===== src/rtl/cp0_exc_ctrl.sv =====
// CP0 exception/interrupt controller beside the M stage: SR/Cause/EPC/PRId,
// handler redirect (Req), eret return address (EPCOut), mfc0/mtc0 access.
// Ports: clk, reset (sync, active-high), M_PC, M_BD, M_ExcCode, M_eret,
//   HWInt, we, addr, wdata -> rdata, Req, EPCOut.
// Option: define CP0_COUNT_EN to add the free-running Count register (reg 9).
module cp0_exc_ctrl #(
   parameter logic [31:0] PRID_VAL = 32'h4255_4141,
   parameter int          HWINT_W  = 6
) (
   input  logic               clk,
   input  logic               reset,
   input  logic [31:0]        M_PC,
   input  logic               M_BD,
   input  logic [4:0]         M_ExcCode,
   input  logic               M_eret,
   input  logic [HWINT_W-1:0] HWInt,
   input  logic               we,
   input  logic [4:0]         addr,
   input  logic [31:0]        wdata,
   output logic [31:0]        rdata,
   output logic               Req,
   output logic [31:0]        EPCOut
);

   localparam logic [4:0] A_SR    = 5'd12;
   localparam logic [4:0] A_CAUSE = 5'd13;
   localparam logic [4:0] A_EPC   = 5'd14;
   localparam logic [4:0] A_PRID  = 5'd15;

   logic [5:0]  sr_im;
   logic        sr_exl;
   logic        sr_ie;
   logic        cause_bd;
   logic [5:0]  cause_ip;
   logic [4:0]  cause_exc;
   logic [31:0] epc;

   logic [5:0]  hw6;
   logic        int_req;
   logic        exc_req;
   logic [31:0] sr_val;
   logic [31:0] cause_val;
   logic        wr_sr;
   logic        wr_epc;

   // IM/IP are fixed 6-bit fields; interrupt lines map onto them LSB first.
   assign hw6 = 6'(HWInt);

   assign int_req = (|(hw6 & sr_im)) & sr_ie & ~sr_exl;
   assign exc_req = (M_ExcCode != 5'd0) & ~sr_exl;
   assign Req     = ~reset & (int_req | exc_req);

   assign wr_sr  = we & (addr == A_SR) & ~Req;
   assign wr_epc = we & (addr == A_EPC) & ~Req;

   // Bypass lets an eret right behind an mtc0 EPC use the new value.
   assign EPCOut = wr_epc ? wdata : epc;

   assign sr_val = {16'b0, sr_im, 8'b0, sr_exl, sr_ie};
   assign cause_val = {cause_bd, 15'b0, cause_ip, 3'b0,
                       cause_exc, 2'b0};

   always_ff @(posedge clk) begin
      if (reset) begin
         sr_im     <= '0;
         sr_exl    <= 1'b0;
         sr_ie     <= 1'b0;
         cause_bd  <= 1'b0;
         cause_ip  <= '0;
         cause_exc <= '0;
         epc       <= '0;
      end else begin
         cause_ip <= hw6;
         if (Req) begin
            sr_exl    <= 1'b1;
            cause_bd  <= M_BD;
            cause_exc <= int_req ? 5'd0 : M_ExcCode;
            epc       <= M_BD ? (M_PC - 32'd4) : M_PC;
         end else begin
            if (wr_sr) begin
               sr_im  <= wdata[15:10];
               sr_exl <= wdata[1];
               sr_ie  <= wdata[0];
            end
            if (wr_epc)
               epc <= wdata;
            // eret wins over a same-cycle EXL write.
            if (M_eret)
               sr_exl <= 1'b0;
         end
      end
   end

`ifdef CP0_COUNT_EN
   logic [31:0] count;

   always_ff @(posedge clk) begin
      if (reset)
         count <= '0;
      else if (we && addr == 5'd9 && !Req)
         count <= wdata;
      else
         count <= count + 32'd1;
   end
`endif

   always_comb begin
      rdata = '0;
      unique case (addr)
         A_SR:    rdata = sr_val;
         A_CAUSE: rdata = cause_val;
         A_EPC:   rdata = epc;
         A_PRID:  rdata = PRID_VAL;
`ifdef CP0_COUNT_EN
         5'd9:    rdata = count;
`endif
         default: rdata = '0;
      endcase
   end

endmodule


===== config.mk =====
export PLATFORM = sky130hd
export DESIGN_NAME = cp0_exc_ctrl
export DESIGN_NICKNAME = d
export VERILOG_FILES = /design/src/rtl/cp0_exc_ctrl.sv
export SDC_FILE = /design/constraint.sdc
export NUM_CORES = 1
export LEC_CHECK = 0
export ABC_CLOCK_PERIOD_IN_PS = 4100
export CAP_MARGIN = 10
export CORE_UTILIZATION = 44
export CTS_CLUSTER_SIZE = 30
export DETAILED_ROUTE_END_ITERATION = 6
export PLACE_DENSITY = 0.82
export SYNTH_ARGS = -nofsm -noshare
export SYNTH_HDL_FRONTEND = slang
export SYNTH_SLANG_ARGS = --single-unit

===== constraint.sdc =====
create_clock -name clk -period 4.1 [get_ports clk]
set_input_delay 1.025 -clock clk [delete_from_list [all_inputs] [get_ports clk]]
set_output_delay 1.025 -clock clk [all_outputs]
set_load 0.02 [all_outputs]

==> impl_metrics.toml <==
[run_status]
outcome = "completed"

[sta]
post-route-period-util = 0.9890
whs_ns = 0.4772
fin_tns_setup_ns = 0
slew_headroom = 0.4487
worst_clock_skew_ns = 0.006936
finalMaxSlewViolations = 0
setup_viol = 0
hold_violations = 0
fmax_ghz = 0.2466
worst_pin_slew_ns = 0.8225
rsz0062_at_grt = "true"
period_needed_ns = 4.055

[floorplan]
core_um2 = 7807
die_area_um2 = 8541
num_rows = 32
initial_core_util = 0.4607
die_h_um = 92.42
io_pins = 150
die_w_um = 92.42

[cts]
post_cts_buffers = 0
cts_htree_levels = 2
cts_max_path_buffers = 2
cts_tree = "done"
clk_pin_slew_worst_paths_ns = 0.09
clock_latency_ns = 0.30
cts_hold_buf = 0
cts_root_buffer = "clkbuf_8"
cts_sinks = 52
cts_made_buffers = 5

[synth]
synth_compound_area_frac = 0.1530
synth_xor_area_frac = 0.06087
netlist_instances = 422
synth_top_family_by_area = "simple AND/OR/NAND/NOR gates"
ys.flop_type = "dfxtp_1"
synthMuxAreaShare = 0.2031
synth-edff-count = 0
ys_seq_area_frac = 0.2894
avgSynthCellArea_um2 = 8.524
ys_seq_elements = 52
ys_types = 46
synth_nets = 508
yosysWarnings = 0
yosys.area_share.adder = 0.003478
ys_async_sr_fraction = 0
synth.cell_area_um2 = 3597
synthSimpleGateAreaFrac = 0.2497

[grt]
grt_use_total = 0.2810
grt_pass1_wl_mm = 19.01
grt_max_degree = 50
first_global_vias = 3752
antenna_found_initial = 0
overflow = 0

[power]
vdd_ir_drop_max_mv = 0.1282
power_per_cell_area_nw_per_um2 = 244.8
leakagePower_nw = 1.962

[final_layout]
stdcell_area_um2 = 5210
final_cell_mix = "clkdlybuf4s50_1, nor2_1, dfxtp_1, a211oi_1, mux2i_1"
area_growth_pct = 44.83
num-nets-final = 649
fin_cells = 666
final_util = 0.6673
drive_above_1_share = 0.1844
final_common_cell = "clkdlybuf4s50_1"
antenna_cells = 0

[route]
wirelength_mm = 12.06
viasPerCell = 5.691
final_antenna_net_count = 0
vias = 3790
drc = 0
drt_iter0_drc = 197
drt-wirelength-per-cell_um = 18.11
firstDrtPassIters = 4

[worst_setup_path]
endpoint = "EPCOut[29]"
cp.arrival_ns = 3.03
path_max_fanout = 12
cp-start-kind = "input port"
reg2reg_from = "sr_im[2]"
rr_endpoint = "sr_im[4]"
crit_start = "HWInt[1]"
end_kind = "output port"
cp.required_ns = 3.07
path_class = "in2out"
r2r_slack_ns = 2.02
worstRegToRegCells = 6

[hold_path]
hold_class = "reg2reg"

[job]
cap_viol_max_count = 0

[place]
dpl.cell_count = 657
dpl_cell_area_um2 = 5214
gp_congestion = 0.8952
place_hpwl_mm = 8.793
port_buffers = 149
==> what timing repair did <==
item,in CTS,in global routing
cloned,1,0
pin swaps,0,2
resized for setup,71,43
setup endpoints to repair,32,36
==> kinds of logic (layout without fill, tap and decap cells) <==
| family | count (synthesis) | count (layout) |
|---|---|---|
| compound gates | 77 | 77 |
| xor+xnor | 25 | 25 |
| fa+ha+maj | 1 | 1 |
| buf+inv | 36 | 178 |
| flops | 52 | 52 |
| mux | 69 | 69 |
| simple gates | 162 | 162 |
==> metrics by stage <==
| stage | total power (W) | worst slack (ns) |
|---|---|---|
| final | 0.001276 | 0.04498 |
| after global routing | 0.001333 | -0.03270 |
| after CTS | 0.001281 | 0.01710 |
| after detailed placement | 0.001002 | -0.2454 |
| after global placement | 0.0009947 | -0.1868 |
| after floorplan | 0.0007858 | 0.3791 |
==> state kept, by name (all words and copies together), names as in the netlist <==
signal     cells
cause_bd       1
cause_exc      5
cause_ip       6
epc           32
sr_exl         1
sr_ie          1
sr_im          6
==> routing by layer <==
| layer | global-route usage | up-vias | part of all wire |
|---|---|---|---|
| li1 | - | 1820 | - |
| met1 | 0.3458 | 1776 | 0.41 |
| met2 | 0.4852 | 165 | 0.49 |
| met3 | 0.05090 | 29 | 0.081 |
| met4 | 0.1055 | 0 | 0.026 |
| met5 | 0 | - | 0 |
==> area by class of cell <==
type	instances	area (µm²)
fillers	661	2597
multi-input cells	334	2435
repair buffers	165	1494
flip-flops and latches	52	1041
well taps	102	127.6
clock buffers	7	86.33
inverters	5	18.77
clock inverters	1	7.507
==> cells in the mapped netlist (7+ instances only) <==
library cell / count / area, µm²
nor2b_1: 23 / 143.9
a211oi_1: 44 / 330.3
nor3_1: 8 / 40.04
dfxtp_1: 52 / 1041
and3_1: 12 / 75.07
xor2_1: 16 / 140.1
a21oi_1: 11 / 55.05
nor2_1: 70 / 262.8
clkbuf_1: 23 / 86.33
nand2_1: 7 / 26.28
xnor2_1: 9 / 78.83
a22oi_1: 8 / 60.06
mux2i_1: 37 / 370.4
mux2_2: 32 / 360.4
==> worst max-delay path, cell delays in order <==
cell and delay (ns):
clkdlybuf4s50_1 0.49, a22oi_1 0.11, a311oi_2 0.34, nor2_2 0.08, o21a_2 0.25, bufbuf_16 0.30
mux2_2 0.28, buf_4 0.16
==> report_power, final <==
part | leakage, nW | internal [W] | switching, W
clock | 0.0445 | 0.000138 | 0.000169
combinational | 1.49 | 0.000195 | 0.000198
sequential | 0.431 | 0.000544 | 0.0000319
total | 1.96 | 0.000876 | 0.000399
==> worst min path at each step <==
stage | cells after the start | from | endpoint | slack, ns
2_1_floorplan | 2 | cause_bd | cause_bd | 0.43
3_3_place_gp | 2 | cause_bd | cause_bd | 0.46
3_5_place_dp | 2 | cause_bd | cause_bd | 0.47
4_1_cts | 2 | cause_bd | cause_bd | 0.48
5_1_grt | 2 | cause_bd | cause_bd | 0.51
6_report | 2 | cause_bd | cause_bd | 0.48
(Power assumes the default switching activity.)
